### config.mk
export PLATFORM = sky130hd
export DESIGN_NAME = iterative_mul_unit_flat
export DESIGN_NICKNAME = d
export VERILOG_FILES = /design/src/rtl/iterative_mul_unit_if.sv /design/src/rtl/iterative_mul_unit.sv /design/src/flat_wrapper.sv
export SDC_FILE = /design/constraint.sdc
export NUM_CORES = 1
export LEC_CHECK = 0
export CELL_PAD_IN_SITES_DETAIL_PLACEMENT = 1
export CELL_PAD_IN_SITES_GLOBAL_PLACEMENT = 1
export CORE_UTILIZATION = 40
export CTS_BUF_LIST = sky130_fd_sc_hd__clkbuf_8
export CTS_CLUSTER_SIZE = 20
export DETAILED_ROUTE_END_ITERATION = 7
export HOLD_SLACK_MARGIN = 0.1
export PLACE_DENSITY_LB_ADDON = 0.15
export SLEW_MARGIN = 20
export SYNTH_ARGS = -nofsm -noshare
export SYNTH_HDL_FRONTEND = slang
export SYNTH_SLANG_ARGS = --single-unit
### constraint.sdc
create_clock -name clk -period 9.3 [get_ports clk]
set_input_delay 1.395 -clock clk [delete_from_list [all_inputs] [get_ports clk]]
set_output_delay 1.395 -clock clk [all_outputs]
set_load 0.1 [all_outputs]
### src/rtl/iterative_mul_unit_if.sv
// Handshake and data bundle between the execute-stage controller and the
// iterative multiply unit. The controller drives the master side.
interface iterative_mul_unit_if #(
  parameter int WIDTH = 32
);
  logic             start;
  logic             flush;
  logic             op_long;
  logic             op_signed;
  logic             op_acc;
  logic [WIDTH-1:0] operand_a;
  logic [WIDTH-1:0] operand_b;
  logic [WIDTH-1:0] acc_lo;
  logic [WIDTH-1:0] acc_hi;
  logic             busy;
  logic             done;
  logic [WIDTH-1:0] result_lo;
  logic [WIDTH-1:0] result_hi;
  logic             flag_n;
  logic             flag_z;

  modport master (
    output start, flush, op_long, op_signed, op_acc,
    output operand_a, operand_b, acc_lo, acc_hi,
    input  busy, done, result_lo, result_hi, flag_n, flag_z
  );

  modport slave (
    input  start, flush, op_long, op_signed, op_acc,
    input  operand_a, operand_b, acc_lo, acc_hi,
    output busy, done, result_lo, result_hi, flag_n, flag_z
  );
endinterface

### src/rtl/iterative_mul_unit.sv
// Radix-2 shift-add multiply / multiply-accumulate unit (MUL, MLA, UMULL/UMLAL,
// SMULL/SMLAL). One multiplier bit per cycle, followed by a single fix-up cycle.
module iterative_mul_unit #(
  parameter int WIDTH = 32
) (
  input  logic                 clk,
  input  logic                 reset,
  iterative_mul_unit_if.slave  bus
);
  localparam int CNT_W = $clog2(WIDTH + 1);
  localparam int PW    = 2 * WIDTH;

  typedef enum logic [1:0] {
    IDLE = 2'd0,
    BUSY = 2'd1,
    FIX  = 2'd2,
    DONE = 2'd3
  } state_t;

  state_t state, state_nxt;

  // Operation context captured at acceptance
  logic [PW-1:0]    mcand_q;
  logic [PW-1:0]    prod_q;
  logic [WIDTH-1:0] mplier_q;
  logic [WIDTH-1:0] acc_lo_q;
  logic [WIDTH-1:0] acc_hi_q;
  logic [CNT_W-1:0] cnt_q;
  logic             long_q;
  logic             acc_q;
  logic             neg_q;

  // Architecturally visible results
  logic [WIDTH-1:0] res_lo_q;
  logic [WIDTH-1:0] res_hi_q;
  logic             flag_n_q;
  logic             flag_z_q;

  logic             accept;
  logic             last_iter;
  logic             signed_long;
  logic             a_neg;
  logic             b_neg;
  logic [WIDTH-1:0] a_mag;
  logic [WIDTH-1:0] b_mag;
  logic [PW-1:0]    prod_fixed;
  logic [PW-1:0]    addend;
  logic [PW-1:0]    fix_sum;

  assign accept    = bus.start && !bus.flush && (state == IDLE || state == DONE);
  assign last_iter = (cnt_q == CNT_W'(WIDTH - 1));

  always_ff @(posedge clk or negedge reset) begin
    if (!reset) begin
      state <= IDLE;
    end else begin
      state <= state_nxt;
    end
  end

  // NOTE: every always_comb output gets a default before the case so no path
  // leaves it unassigned and no latch is inferred.
  always_comb begin
    state_nxt = state;
    case (state)
      IDLE:    if (accept) state_nxt = BUSY;
      BUSY:    if (last_iter) state_nxt = FIX;
      FIX:     state_nxt = DONE;
      DONE:    state_nxt = accept ? BUSY : IDLE;
      default: state_nxt = IDLE;
    endcase
    if (bus.flush) state_nxt = IDLE;
  end

  // Signed long forms run the unsigned engine on magnitudes; the most negative
  // value maps to 2^(WIDTH-1), which still fits in WIDTH unsigned bits.
  assign signed_long = bus.op_signed && bus.op_long;
  assign a_neg       = signed_long && bus.operand_a[WIDTH-1];
  assign b_neg       = signed_long && bus.operand_b[WIDTH-1];
  assign a_mag       = a_neg ? -bus.operand_a : bus.operand_a;
  assign b_mag       = b_neg ? -bus.operand_b : bus.operand_b;

  // Fix-up: restore the sign, then fold in the accumulator, all mod 2^(2*WIDTH)
  assign prod_fixed = neg_q ? -prod_q : prod_q;
  assign addend     = !acc_q  ? '0 :
                      long_q  ? {acc_hi_q, acc_lo_q} :
                                {{WIDTH{1'b0}}, acc_lo_q};
  assign fix_sum    = prod_fixed + addend;

  // NOTE: sequential state is updated with non-blocking assignments so every
  // register samples the pre-edge values of the others.
  always_ff @(posedge clk or negedge reset) begin
    if (!reset) begin
      mcand_q  <= '0;
      prod_q   <= '0;
      mplier_q <= '0;
      acc_lo_q <= '0;
      acc_hi_q <= '0;
      cnt_q    <= '0;
      long_q   <= 1'b0;
      acc_q    <= 1'b0;
      neg_q    <= 1'b0;
    end else if (accept) begin
      mcand_q  <= {{WIDTH{1'b0}}, a_mag};
      mplier_q <= b_mag;
      prod_q   <= '0;
      cnt_q    <= '0;
      acc_lo_q <= bus.acc_lo;
      acc_hi_q <= bus.acc_hi;
      long_q   <= bus.op_long;
      acc_q    <= bus.op_acc;
      neg_q    <= a_neg ^ b_neg;
    end else if (state == BUSY && !bus.flush) begin
      if (mplier_q[0]) prod_q <= prod_q + mcand_q;
      mcand_q  <= mcand_q << 1;
      mplier_q <= mplier_q >> 1;
      cnt_q    <= cnt_q + CNT_W'(1);
    end
  end

  // Results and flags change only on a FIX cycle that is not being flushed
  always_ff @(posedge clk or negedge reset) begin
    if (!reset) begin
      res_lo_q <= '0;
      res_hi_q <= '0;
      flag_n_q <= 1'b0;
      flag_z_q <= 1'b0;
    end else if (state == FIX && !bus.flush) begin
      res_lo_q <= fix_sum[WIDTH-1:0];
      res_hi_q <= long_q ? fix_sum[PW-1:WIDTH] : '0;
      flag_n_q <= long_q ? fix_sum[PW-1] : fix_sum[WIDTH-1];
      flag_z_q <= long_q ? (fix_sum == '0) : (fix_sum[WIDTH-1:0] == '0);
    end
  end

  assign bus.busy      = (state == BUSY) || (state == FIX);
  assign bus.done      = (state == DONE);
  assign bus.result_lo = res_lo_q;
  assign bus.result_hi = res_hi_q;
  assign bus.flag_n    = flag_n_q;
  assign bus.flag_z    = flag_z_q;
endmodule

### src/flat_wrapper.sv
// flat-port wrapper written by rule: the top's interface ports become plain ports
module iterative_mul_unit_flat 
#(
  parameter int WIDTH = 32
)
  (clk, reset, bus_start, bus_flush, bus_op_long, bus_op_signed, bus_op_acc, bus_operand_a, bus_operand_b, bus_acc_lo, bus_acc_hi, bus_busy, bus_done, bus_result_lo, bus_result_hi, bus_flag_n, bus_flag_z);
  iterative_mul_unit_if #(.WIDTH(WIDTH)) bus_i ();
  input  logic clk;
  input  logic reset;
  input wire logic [$bits(bus_i.start)-1:0] bus_start;
  input wire logic [$bits(bus_i.flush)-1:0] bus_flush;
  input wire logic [$bits(bus_i.op_long)-1:0] bus_op_long;
  input wire logic [$bits(bus_i.op_signed)-1:0] bus_op_signed;
  input wire logic [$bits(bus_i.op_acc)-1:0] bus_op_acc;
  input wire logic [$bits(bus_i.operand_a)-1:0] bus_operand_a;
  input wire logic [$bits(bus_i.operand_b)-1:0] bus_operand_b;
  input wire logic [$bits(bus_i.acc_lo)-1:0] bus_acc_lo;
  input wire logic [$bits(bus_i.acc_hi)-1:0] bus_acc_hi;
  output wire logic [$bits(bus_i.busy)-1:0] bus_busy;
  output wire logic [$bits(bus_i.done)-1:0] bus_done;
  output wire logic [$bits(bus_i.result_lo)-1:0] bus_result_lo;
  output wire logic [$bits(bus_i.result_hi)-1:0] bus_result_hi;
  output wire logic [$bits(bus_i.flag_n)-1:0] bus_flag_n;
  output wire logic [$bits(bus_i.flag_z)-1:0] bus_flag_z;
  assign bus_i.start = bus_start;
  assign bus_i.flush = bus_flush;
  assign bus_i.op_long = bus_op_long;
  assign bus_i.op_signed = bus_op_signed;
  assign bus_i.op_acc = bus_op_acc;
  assign bus_i.operand_a = bus_operand_a;
  assign bus_i.operand_b = bus_operand_b;
  assign bus_i.acc_lo = bus_acc_lo;
  assign bus_i.acc_hi = bus_acc_hi;
  assign bus_busy = bus_i.busy;
  assign bus_done = bus_i.done;
  assign bus_result_lo = bus_i.result_lo;
  assign bus_result_hi = bus_i.result_hi;
  assign bus_flag_n = bus_i.flag_n;
  assign bus_flag_z = bus_i.flag_z;
  iterative_mul_unit #(.WIDTH(WIDTH)) u_core (.clk(clk), .reset(reset), .bus(bus_i));
endmodule
Yosys cells after proc, flatten, opt, wreduce, memory -nomap -nowiden
Index checks and enable logic that the tools add are counted.
Operators by class
  muxes and demuxes: 22
  add/sub/neg operators: 6
  eq/ne operators: 6
  bitwise logic cells: 1
  reductions and logical operators: 17
Operators by type and width (number)
  64-bit 2-to-1 mux: 8
  32-bit 2-to-1 mux: 5
  64-bit adder: 2
  64-bit zero test: 1
  32-bit negation: 2
  64-bit negation: 1
  32-bit zero test: 1
  6-bit 2-to-1 mux: 2
  2-bit one-hot mux with 4 select lines: 1
  1-bit logical AND: 7
  6-bit by 1-bit adder with 6-bit output, second input constant: 1
  6-bit by 5-bit == test with 1-bit output, second input constant: 1
  2-bit 2-to-1 mux: 3
  3-bit by 2-bit inequality test with 1-bit output, second input constant: 2
  2-bit == test, second input constant: 2
  2-bit AND reduction: 2
  2-bit nonzero test: 2
  1-bit 2-to-1 mux: 3
  2-bit by 1-bit == test with 1-bit output, second input constant: 1
  2-bit zero test: 1
  1-bit logical OR: 2
  1-bit zero test: 1
  1-bit XOR: 1
Word-level totals
  bits of input ports: 135
  bits in registers: 301

Depth between registers and ports, before layout
Gate-level depths: netlist (run 1).
  word-level depth: 6
  mapped depth: 26
  gate-level depth less buffers: 25

Worst setup path after synthesis (run 1)
Ideal clock, no wire load.
  path kind: reg2reg
  from: register u_core.prod_q[9]
  to: register u_core.flag_z_q (netlist: u_core.bus.flag_z)
  buffers on the path: 1
  path slack: 4216 ps
  clock period less this slack: 5084 ps
  arrival time: 5015 ps
  cell stages (with the launch flop): 23
  required time: 9231 ps
  cell sequence: dfrtp_1 or4_4 nor3_2 nand3_1 nor4_1 nand3_1 nor3_1 nand2_1 o31ai_1 xnor2_1 ha_1 clkbuf_1 a21oi_1 o21ai_1 a21o_1 a21oi_1 o21ai_0 or4_4 a311oi_2 xor2_1 and4b_1 nand4_1 nand2_1
Between the ends
  word-level cells in the longest chain between the ends: 5
RTL lines
  from (decl): RTL line iterative_mul_unit.sv:24  | logic [PW-1:0] prod_q;
  from (signal assigned): RTL line iterative_mul_unit.sv:114  | if (mplier_q[0]) prod_q <= prod_q + mcand_q;
  64-bit negation: RTL line iterative_mul_unit.sv:84  | assign prod_fixed = neg_q ? -prod_q : prod_q;
  64-bit 2-to-1 mux (*): RTL line iterative_mul_unit.sv:84
  64-bit adder (*): RTL line iterative_mul_unit.sv:88  | assign fix_sum = prod_fixed + addend;
  64-bit zero test or 32-bit zero test (tied branches): RTL line iterative_mul_unit.sv:132  | flag_z_q <= long_q ? (fix_sum == '0) : (fix_sum[WIDTH-1:0] == '0);
  1-bit 2-to-1 mux (*): RTL line iterative_mul_unit.sv:132
  to (signal assigned): RTL line iterative_mul_unit.sv:132
  to (decl): RTL line iterative_mul_unit.sv:37  | logic flag_z_q;
Mark *: on every way between the ends. The rest lies on a longest branch, timed or not.
A chain may end at the register's enable or synchronous reset.

Worst setup path after layout (run 1)
  from: register u_core.prod_q[5]
  to: register u_core.flag_z_q (netlist: u_core.bus.flag_z)
Same word-level chain as after synthesis.

==> results by group, run 1 <==
Yosys
  – Mean post-synth cell area: 7.81 um2
  – Post-synth EDFFs: 0
  – Synth Flop Type: dfrtp_1
  – Multiplexer share of the synthesized area: 0.00194
  – Adder-Cell Fraction of Synth Area: 0.0762
  – Synth Area in Compound Gates: 0.221
  – Post-synthesis cell type count: 84
  – Post-Synth XOR/XNOR Area: 0.0882
  – Seq/Total Area, Yosys: 0.334
  – YS warnings: 0
  – Post-synthesis simple-gate area fraction: 0.245
  – Syn Nets: 3156
  – Cells after synthesis: 2885
  – Syn Std Cell Area: 22500 um2
  – Synth async-reset ratio: 1.00
  – Largest family of logic cells by synthesized area: simple AND/OR/NAND/NOR gates
  – Flop and latch count out of synthesis: 301

Power
  – Pwr Density: 317 nW/um2
  – Max rail drop VDD: 0.000204 V
  – P_leak: 0.0121 uW

Placed design
  – Cell Area, Placed: 25100 um2
  – Port Buffers: 202
  – Placed instance count: 3697
  – DP HPWL: 56.8 mm
  – Placer congestion estimate: 0.918

Setup path
  – Worst Setup Start Kind: flop
  – FF-to-FF Start: u_core.prod_q[5]
  – Crit. Startpoint: u_core.prod_q[5]
  – Crit-path max FO: 7
  – Worst Path Required: 9.91 ns
  – Crit Path Class: reg2reg
  – Crit end category: flop
  – Worst r2r path cells: 21
  – Worst EP arrival: 7.03 ns

STA
  – Tmin final: 6.42 ns
  – Max_slew headroom: 0.271
  – Fmax: 0.156 GHz
  – Final Cycle Share: 0.691
  – Clk_skew: 0.0292 ns
  – Worst hold slack: 0.471 ns
  – RSZ-0062 raised after global routing: no
  – Worst slew pin tran: 1.09 ns
  – Final setup vio count: 0
  – Setup TNS: 0 ns
  – Max-slew violation count: 0
  – Final Hold Vio Count: 0

Route
  – Drt via density: 5.70
  – DRT Wirelength: 75.8 mm
  – First DRT Iteration DRCs: 1170
  – Post-route DRC: 0
  – DRT antenna net count: 0
  – Routed wire per std cell: 19.9 um
  – Via count: 21700
  – Drt pass-1 iters: 5

Clocking
  – Root buffer cell: clkbuf_8
  – CTS Buf Count: 59
  – Post-cts resize count: 0
  – Clock tree from TritonCTS: yes
  – Cts hold-fix bufs: 0
  – Clk pin slew, worst setup/hold paths: 0.06 ns
  – Post-CTS setup buffers: 0
  – Worst-Skew Late Latency: 0.69 ns
  – Htree depth: 2
  – CTS Buffer Depth: 3
  – # clock sinks: 301

Final layout
  – Layout cells sized above 1: 0.0481
  – Commonest cells after routing, fill and taps aside: nand2_1, dfrtp_1, a21oi_1
  – Layout area overhead: 16.4%
  – FILL cells: 6781
  – Final Non-Filler Cells: 3802
  – Post-layout instance area: 26200 um2
  – Commonest non-fill, non-tap cell in the layout: nand2_1
  – Fin nets: 3281
  – Antenna cells: 0

Floorplanning
  – Die Width: 239 um
  – Starting Density: 0.407
  – Placeable Area: 55400 um2
  – Top Ports: 203
  – Die ar.: 57300 um2
  – Die Height: 239 um
  – Standard-cell row count: 86

GRT
  – Tot GR Track Use: 0.267
  – Initial antenna violation count: 0
  – Total grt overflow: 0
  – First-pass GRT wire length: 123 mm
  – Largest net degree at the start of global routing: 172
  – Vias in the first global route: 22200

Flow run
  – Max_cap viols: 0

Min path
  – Worst hold path type: reg2reg
  – Hold path cells: 2
  – Hold Startpoint: u_core.acc_hi_q[27]

Run status
  – Status: complete, no violations
-- area by class of cell --
class	count	area, um2	share of cell area
clock buffers	76	1050	0.0399
clock inverters	29	130	0.00496
inverters	50	188	0.00715
multi-input cells	2382	14300	0.544
flip-flops and latches	301	7530	0.287
well taps	748	936	0.0357
repair buffers	216	2140	0.0816
-- state kept, by name (all words and copies together), names as in the netlist --
name	count
u_core.mcand_q	64
u_core.prod_q	64
u_core.acc_hi_q	32
u_core.acc_lo_q	32
u_core.bus.result_hi	32
u_core.bus.result_lo	32
u_core.mplier_q	32
u_core.cnt_q	6
u_core.state	2
u_core.acc_q	1
u_core.bus.flag_n	1
u_core.bus.flag_z	1
u_core.long_q	1
u_core.neg_q	1
-- Yosys cell counts, drive strengths merged (11+ instances only) --
cell type / instances / area share
nor2: 184 / 0.031
a21o: 79 / 0.026
nand4: 43 / 0.012
o41ai: 19 / 0.0077
a31oi: 78 / 0.022
or3: 24 / 0.0067
inv: 50 / 0.0083
and3: 47 / 0.013
a22o: 13 / 0.0051
o21a: 23 / 0.0077
dfrtp: 301 / 0.33
nor4: 25 / 0.0069
nand3: 45 / 0.010
o21ai: 142 / 0.032
or2: 11 / 0.0031
clkbuf: 132 / 0.022
a2111oi: 11 / 0.0068
nand2: 719 / 0.12
xor2: 76 / 0.030
o31ai: 32 / 0.011
and2: 43 / 0.012
a211oi: 24 / 0.0089
nand2b: 17 / 0.0047
ha: 134 / 0.074
xnor2: 151 / 0.059
nor3: 44 / 0.010
o21bai: 28 / 0.0095
nor2b: 14 / 0.0039
buf: 20 / 0.0035
a21oi: 246 / 0.055
-- routing by layer --
layer,global-route usage,part of all wire,up-vias
met5,0,0,-
met4,0.0672,0.020,0
met1,0.383,0.49,10700
met3,0.0348,0.045,102
li1,-,-,10400
met2,0.423,0.45,424
-- worst max-delay path, stage by stage, from the launching register on --
cell	delay (ns)
dfrtp_1	0.44
or4_4	0.58
nor3_1	0.42
nand3_1	0.27
nor4_1	0.53
nand3_1	0.29
nor3_1	0.33
nand2_1	0.18
o31ai_1	0.26
xnor2_1	0.15
ha_1	0.33
a21oi_1	0.26
nor2b_1	0.07
o21ai_0	0.15
nand2b_1	0.10
a2111oi_0	0.68
a2111oi_0	0.32
or3_1	0.42
a22oi_1	0.19
and4b_1	0.21
nand4_1	0.09
nand2_1	0.08
-- worst paths after layout --
kind	slack (ns)	end
worst min register to register	0.47	u_core.acc_hi_q[27]
min in group asynchronous	0.74	u_core.bus.result_lo[1]
worst min-delay path	0.47	u_core.acc_hi_q[27]
worst max register to register	2.88	u_core.bus.flag_z
max in group asynchronous	6.94	u_core.neg_q
worst max-delay path	2.88	u_core.bus.flag_z
-- cells by family after synthesis --
| logic type | count (synthesis) |
|---|---|
| AOI/OAI and AO/OA | 768 |
| xor gates and xnor gates | 227 |
| adders and majority gates | 136 |
| buffers and inverters | 202 |
| DFF | 301 |
| muxes | 4 |
| and+or+nand+nor | 1247 |
-- per-stage QoR --
step	utilization	power, uW	worst slack (ns)
after detailed placement	0.452	6930	3.00
after floorplan	-	5540	4.22
final	0.473	8320	2.88
after global placement	0.452	6790	3.22
after CTS	0.473	8340	2.95
after global routing	0.473	8880	2.41
-- where the power goes --
group / total, uW / leakage, uW / internal [uW] / switching, uW
sequential: 2160 / 0.00389 / 1760 / 397
clock: 1360 / 0.000680 / 726 / 630
combinational: 4800 / 0.00754 / 1540 / 3270
total: 8320 / 0.0121 / 4030 / 4290
Power figures use the tool's default switching activity.
==> run 2: changes to the inputs <==
clock period = 5.9 ns   (was 9.3 ns; I/O delays follow)
==> results by group, run 2 (same netlist as run 1, synthesis figures left out) <==
Final layout
  – Sequential standard cell area: 7530 um2
  – Commonest non-fill, non-tap cell in the layout: nand2_1
  – FILL cells: 6721
  – Layout cells sized above 1: 0.0597
  – Commonest cells after routing, fill and taps aside: nand2_1, dfrtp_1, a21oi_1
  – Layout area overhead: 18.0%
  – Largest regs: u_core.mcand_q: 64 flops, u_core.prod_q: 64 flops
  – Final Non-Filler Cells: 3832
  – Post-layout instance area: 26600 um2
  – Area of the multi-input gates: 14300 um2
  – Fin nets: 3308

Clocking
  – CTS Buf Count: 55
  – CTS Buffer Depth: 3
  – Clk pin slew, worst setup/hold paths: 0.06 ns
  – Worst-Skew Late Latency: 0.69 ns
  – Htree depth: 2
  – Clock tree from TritonCTS: yes
  – # clock sinks: 301
  – Root buffer cell: clkbuf_8

Power
  – Power, Total: 13300 uW
  – Pwr Density: 499 nW/um2
  – P_leak: 0.0123 uW
  – Max rail drop VDD: 0.000304 V

Setup path
  – Worst EP arrival: 6.19 ns
  – Crit Path Class: reg2reg
  – Critical Path Most Common Cell: buf_4
  – Worst Setup Start Kind: flop
  – Crit end category: flop
  – Worst Path Required: 6.51 ns
  – CP Cell Sequence: or4_4 > nor3_2 > buf_4 > nand4_1 > or3_1 > nor4_1 > buf_4 > nand3_1 > o41ai_1 > xnor2_1 > ha_1 > buf_4 > a21o_1 > a21oi_1 > o21ai_0 > or4_4 > a311oi_2 > xor2_1 > and4b_1 > nand4_1 > nand2_1
  – Crit-path max FO: 7
  – CP max stage delay: 0.60 ns
  – Worst path slowest cell: or4_4

Placed design
  – DP HPWL: 56.8 mm
  – Placed instance count: 3727
  – Cell Area, Placed: 25300 um2
  – Placer congestion estimate: 0.897
  – Port Buffers: 202

Floorplanning
  – Starting Density: 0.407
  – Die Height: 239 um
  – Top Ports: 203
  – Placeable Area: 55400 um2
  – Die ar.: 57300 um2
  – Standard-cell row count: 86
  – Die Width: 239 um

Route
  – Post-route DRC: 0
  – DRT Wirelength: 74.6 mm
  – DRT antenna net count: 0
  – Drt via density: 5.60
  – Routed wire per std cell: 19.5 um
  – First DRT Iteration DRCs: 1013
  – Via count: 21500
  – Drt pass-1 iters: 5

Min path
  – Worst hold path type: in2async

STA
  – Max-slew violation count: 0
  – RSZ-0062 raised after global routing: no
  – Final setup vio count: 0
  – Worst slew pin tran: 1.07 ns
  – Setup TNS: 0 ns
  – Final Hold Vio Count: 0
  – Final Cycle Share: 0.945
  – Max_slew headroom: 0.287
  – Tmin final: 5.57 ns
  – Clk_skew: 0.0281 ns
  – Fmax: 0.179 GHz

GRT
  – Tot GR Track Use: 0.261
  – Total grt overflow: 0
  – Initial antenna violation count: 1
  – Largest net degree at the start of global routing: 121
  – Vias in the first global route: 21900
  – First-pass GRT wire length: 120 mm

Flow run
  – Max_cap viols: 0

Run status
  – Status: complete, no violations
[run 2: cell types whose count changed in the layout (fill, tap and decap cells not counted), moves of 2 or more]
cell / change
a2111oi_0: -3
buf_12: +3
inv_12: +2
clkbuf_8: -8
bufinv_16: +4
a2111oi_2: +2
nor3_1: -2
buf_4: +28
nor3_2: +2
[run 2: final timing paths]
kind	slack, ns	depth (start not counted)	to	startpoint
max in group asynchronous	4.53	2	u_core.acc_hi_q[18]	reset
min in group clk	0.47	2	u_core.acc_lo_q[17]	u_core.acc_lo_q[17]
max	0.33	21	u_core.bus.flag_z	u_core.prod_q[9]
min	0.20	1	u_core.bus.result_lo[1]	reset
min reg2reg	0.47	2	u_core.acc_lo_q[17]	u_core.acc_lo_q[17]
max reg2reg	0.33	21	u_core.bus.flag_z	u_core.prod_q[9]
[run 2: metal layers]
metal  vias up  GRT usage  wire length [um]
met2       409      0.403             32500
li1      10500          -                 -
met3        89     0.0366              3340
met4         0     0.0575              1290
met1     10500      0.384             37500
met5         -          0                 0
[run 2: critical path, delay by kind of cell, from the launching register on]
kind                     cells  cell delay, ns
AND/OR/NAND/NOR             10            2.72
buffers and inverters        3            0.50
adder cells (fa/ha/maj)      1            0.27
flip-flops                   1            0.45
XOR/XNOR                     2            0.41
AO/OA/AOI/OAI                5            1.15
[run 2: power breakdown]
| group | leakage, uW | switching, uW | internal [uW] | total (uW) |
|---|---|---|---|---|
| Sequential | 0.00389 | 658 | 2780 | 3430 |
| Combinational | 0.00772 | 5080 | 2520 | 7600 |
| Clock | 0.000696 | 1000 | 1230 | 2230 |
[run 2: area by class of cell]
class	instances	area share
multi-input combinational	2382	0.538
sequential	301	0.283
timing repair buffer	247	0.0907
clock buffer	68	0.0352
tap	748	0.0352
clock inverter	35	0.0109
inverter	50	0.00706
antenna	1	0.0000941
[run 2: through the flow]
step,utilization,setup WS [ns],hold WS [ns]
after floorplan,-,0.816,0.437
after global placement,0.457,0.129,0.454
after detailed placement,0.457,0.0574,0.455
after CTS,0.479,0.0487,0.225
after global routing,0.480,0.00722,0.254
final,0.480,0.325,0.205
[run 2: repair_timing]
action,in CTS,in global routing
hold buffers,0,0
gates resized for setup,0,11
endpoints found under the hold margin,0,0
setup endpoints to repair,0,2
setup buffers,0,1
==> run 3: changes to the inputs <==
CORE_UTILIZATION = 49   (was 40)
clock period = 6.5 ns   (was 5.9 ns; I/O delays follow)
==> results by group, run 3 (same netlist as run 1, synthesis figures left out) <==
Run status
  – Status: complete, no violations

GRT
  – Largest net degree at the start of global routing: 196
  – Vias in the first global route: 22600
  – Tot GR Track Use: 0.319
  – Total grt overflow: 0
  – Initial antenna violation count: 0
  – First-pass GRT wire length: 121 mm

Final layout
  – Commonest non-fill, non-tap cell in the layout: nand2_1
  – Largest regs: u_core.mcand_q: 64 flops, u_core.prod_q: 64 flops
  – Antenna cells: 0
  – Fin nets: 3278
  – Final Non-Filler Cells: 3652
  – Post-layout instance area: 26100 um2
  – Commonest cells after routing, fill and taps aside: nand2_1, dfrtp_1, a21oi_1
  – FILL cells: 5522
  – Layout area overhead: 15.6%
  – Layout cells sized above 1: 0.0514

Floorplanning
  – Die ar.: 46900 um2
  – Die Height: 216 um
  – Placeable Area: 45400 um2
  – Standard-cell row count: 78
  – Starting Density: 0.497
  – Die Width: 216 um
  – Top Ports: 203

Route
  – Routed wire per std cell: 20.5 um
  – Drt via density: 6.03
  – First DRT Iteration DRCs: 1278
  – DRT Wirelength: 75.0 mm
  – Drt pass-1 iters: 5
  – DRT antenna net count: 0
  – Post-route DRC: 0
  – Via count: 22000

Clocking
  – Post-CTS setup buffers: 0
  – CTS Buf Count: 54
  – Worst-Skew Late Latency: 0.67 ns
  – Cts hold-fix bufs: 0
  – CTS Buffer Depth: 3
  – # clock sinks: 301
  – Htree depth: 2
  – Root buffer cell: clkbuf_8
  – Clock tree from TritonCTS: yes
  – Clk pin slew, worst setup/hold paths: 0.07 ns

Power
  – Clock Power Share: 0.157
  – Pint: 5710 uW
  – Max rail drop VDD: 0.000501 V
  – Pwr Density: 455 nW/um2
  – Switching power total: 6140 uW
  – Sw frac: 0.518
  – Power share of the sequential group: 0.262
  – P_leak: 0.0121 uW
  – Combinational share of power: 0.581

STA
  – Worst slew pin tran: 1.03 ns
  – Final Cycle Share: 0.924
  – Max-slew violation count: 0
  – Final setup vio count: 0
  – Max_slew headroom: 0.312
  – Clk_skew: 0.0316 ns
  – Setup TNS: 0 ns
  – Final Hold Vio Count: 0
  – Tmin final: 6.01 ns
  – Fmax: 0.166 GHz
  – Setup WS post-layout: 0.494 ns
  – RSZ-0062 raised after global routing: no

Placed design
  – Port Buffers: 202
  – Cell Area, Placed: 24900 um2
  – DP HPWL: 56.2 mm
  – Placed instance count: 3551
  – Placer congestion estimate: 0.921
  – Post-place setup slack: 0.235 ns

Setup path
  – Worst Setup Start Kind: flop
  – Crit-path max FO: 9
  – Worst EP arrival: 6.60 ns
  – Worst Path Required: 7.09 ns
  – Worst r2r path cells: 21
  – Crit Path Class: reg2reg
  – Crit end category: flop

Flow run
  – Max_cap viols: 0

Min path
  – Worst hold path type: in2async
run 3: routing by layer:
metal / track usage / up-vias / share of wire
met5: 0 / - / 0
met2: 0.511 / 498 / 0.46
met4: 0.0746 / 0 / 0.019
li1: - / 10400 / -
met1: 0.458 / 11000 / 0.48
met3: 0.0386 / 100 / 0.044
run 3: worst paths after layout:
path,from,to,slack [ns]
setup / recovery,u_core.prod_q[5],u_core.bus.flag_z,0.49
hold / removal,reset,u_core.bus.result_lo[5],0.31
setup reg to reg,u_core.prod_q[5],u_core.bus.flag_z,0.49
hold reg to reg,u_core.acc_lo_q[12],u_core.acc_lo_q[12],0.47
max in group asynchronous,reset,u_core.acc_hi_q[15],4.76
min in group clk,u_core.acc_lo_q[12],u_core.acc_lo_q[12],0.47
run 3: timing repair:
action | in CTS | in global routing
endpoints found under the hold margin | 0 | 0
setup endpoints to repair | 0 | 1
resized for setup | 0 | 3
run 3: stage by stage:
stage	hold slack, ns	power (uW)	util
after floorplan	0.437	7930	-
after global routing	0.388	12600	0.574
after detailed placement	0.460	9890	0.549
after CTS	0.360	11800	0.574
final	0.314	11900	0.574
after global placement	0.453	9630	0.549
run 3: power groups by stage:
stage / clock network, uW / logic, uW / registers, uW
2_1_floorplan: 0 / 3860 / 4070
3_3_place_gp: 0 / 6570 / 3050
3_5_place_dp: 0 / 6790 / 3100
4_1_cts: 1890 / 6850 / 3080
5_1_grt: 1970 / 7440 / 3170
6_report: 1860 / 6890 / 3100
run 3: critical path: stages (launching register included):
cell and delay [ns]:
dfrtp_1 0.45, or4_4 0.59, nor3_1 0.39, nand3_1 0.27
nor4_2 0.35, nand3_1 0.24, nor3_1 0.25, nand2_1 0.16
nand2_1 0.11, xnor2_1 0.13, ha_1 0.37, a21o_1 0.20
a21o_1 0.19, a21o_1 0.19, a21oi_1 0.28, o21ai_1 0.18
a2111oi_4 0.49, nor2_2 0.13, or3_1 0.38, a2111oi_2 0.32
nand4_1 0.16, nand2_1 0.09
run 3: area by class of cell:
type / instances / area [um2] / area share
Multi-Input combinational cell: 2382 / 14300 / 0.548
Sequential cell: 301 / 7530 / 0.289
Timing Repair Buffer: 218 / 2180 / 0.0838
Clock buffer: 70 / 963 / 0.0370
Tap cell: 600 / 751 / 0.0288
Inverter: 50 / 188 / 0.00720
Clock inverter: 31 / 158 / 0.00605
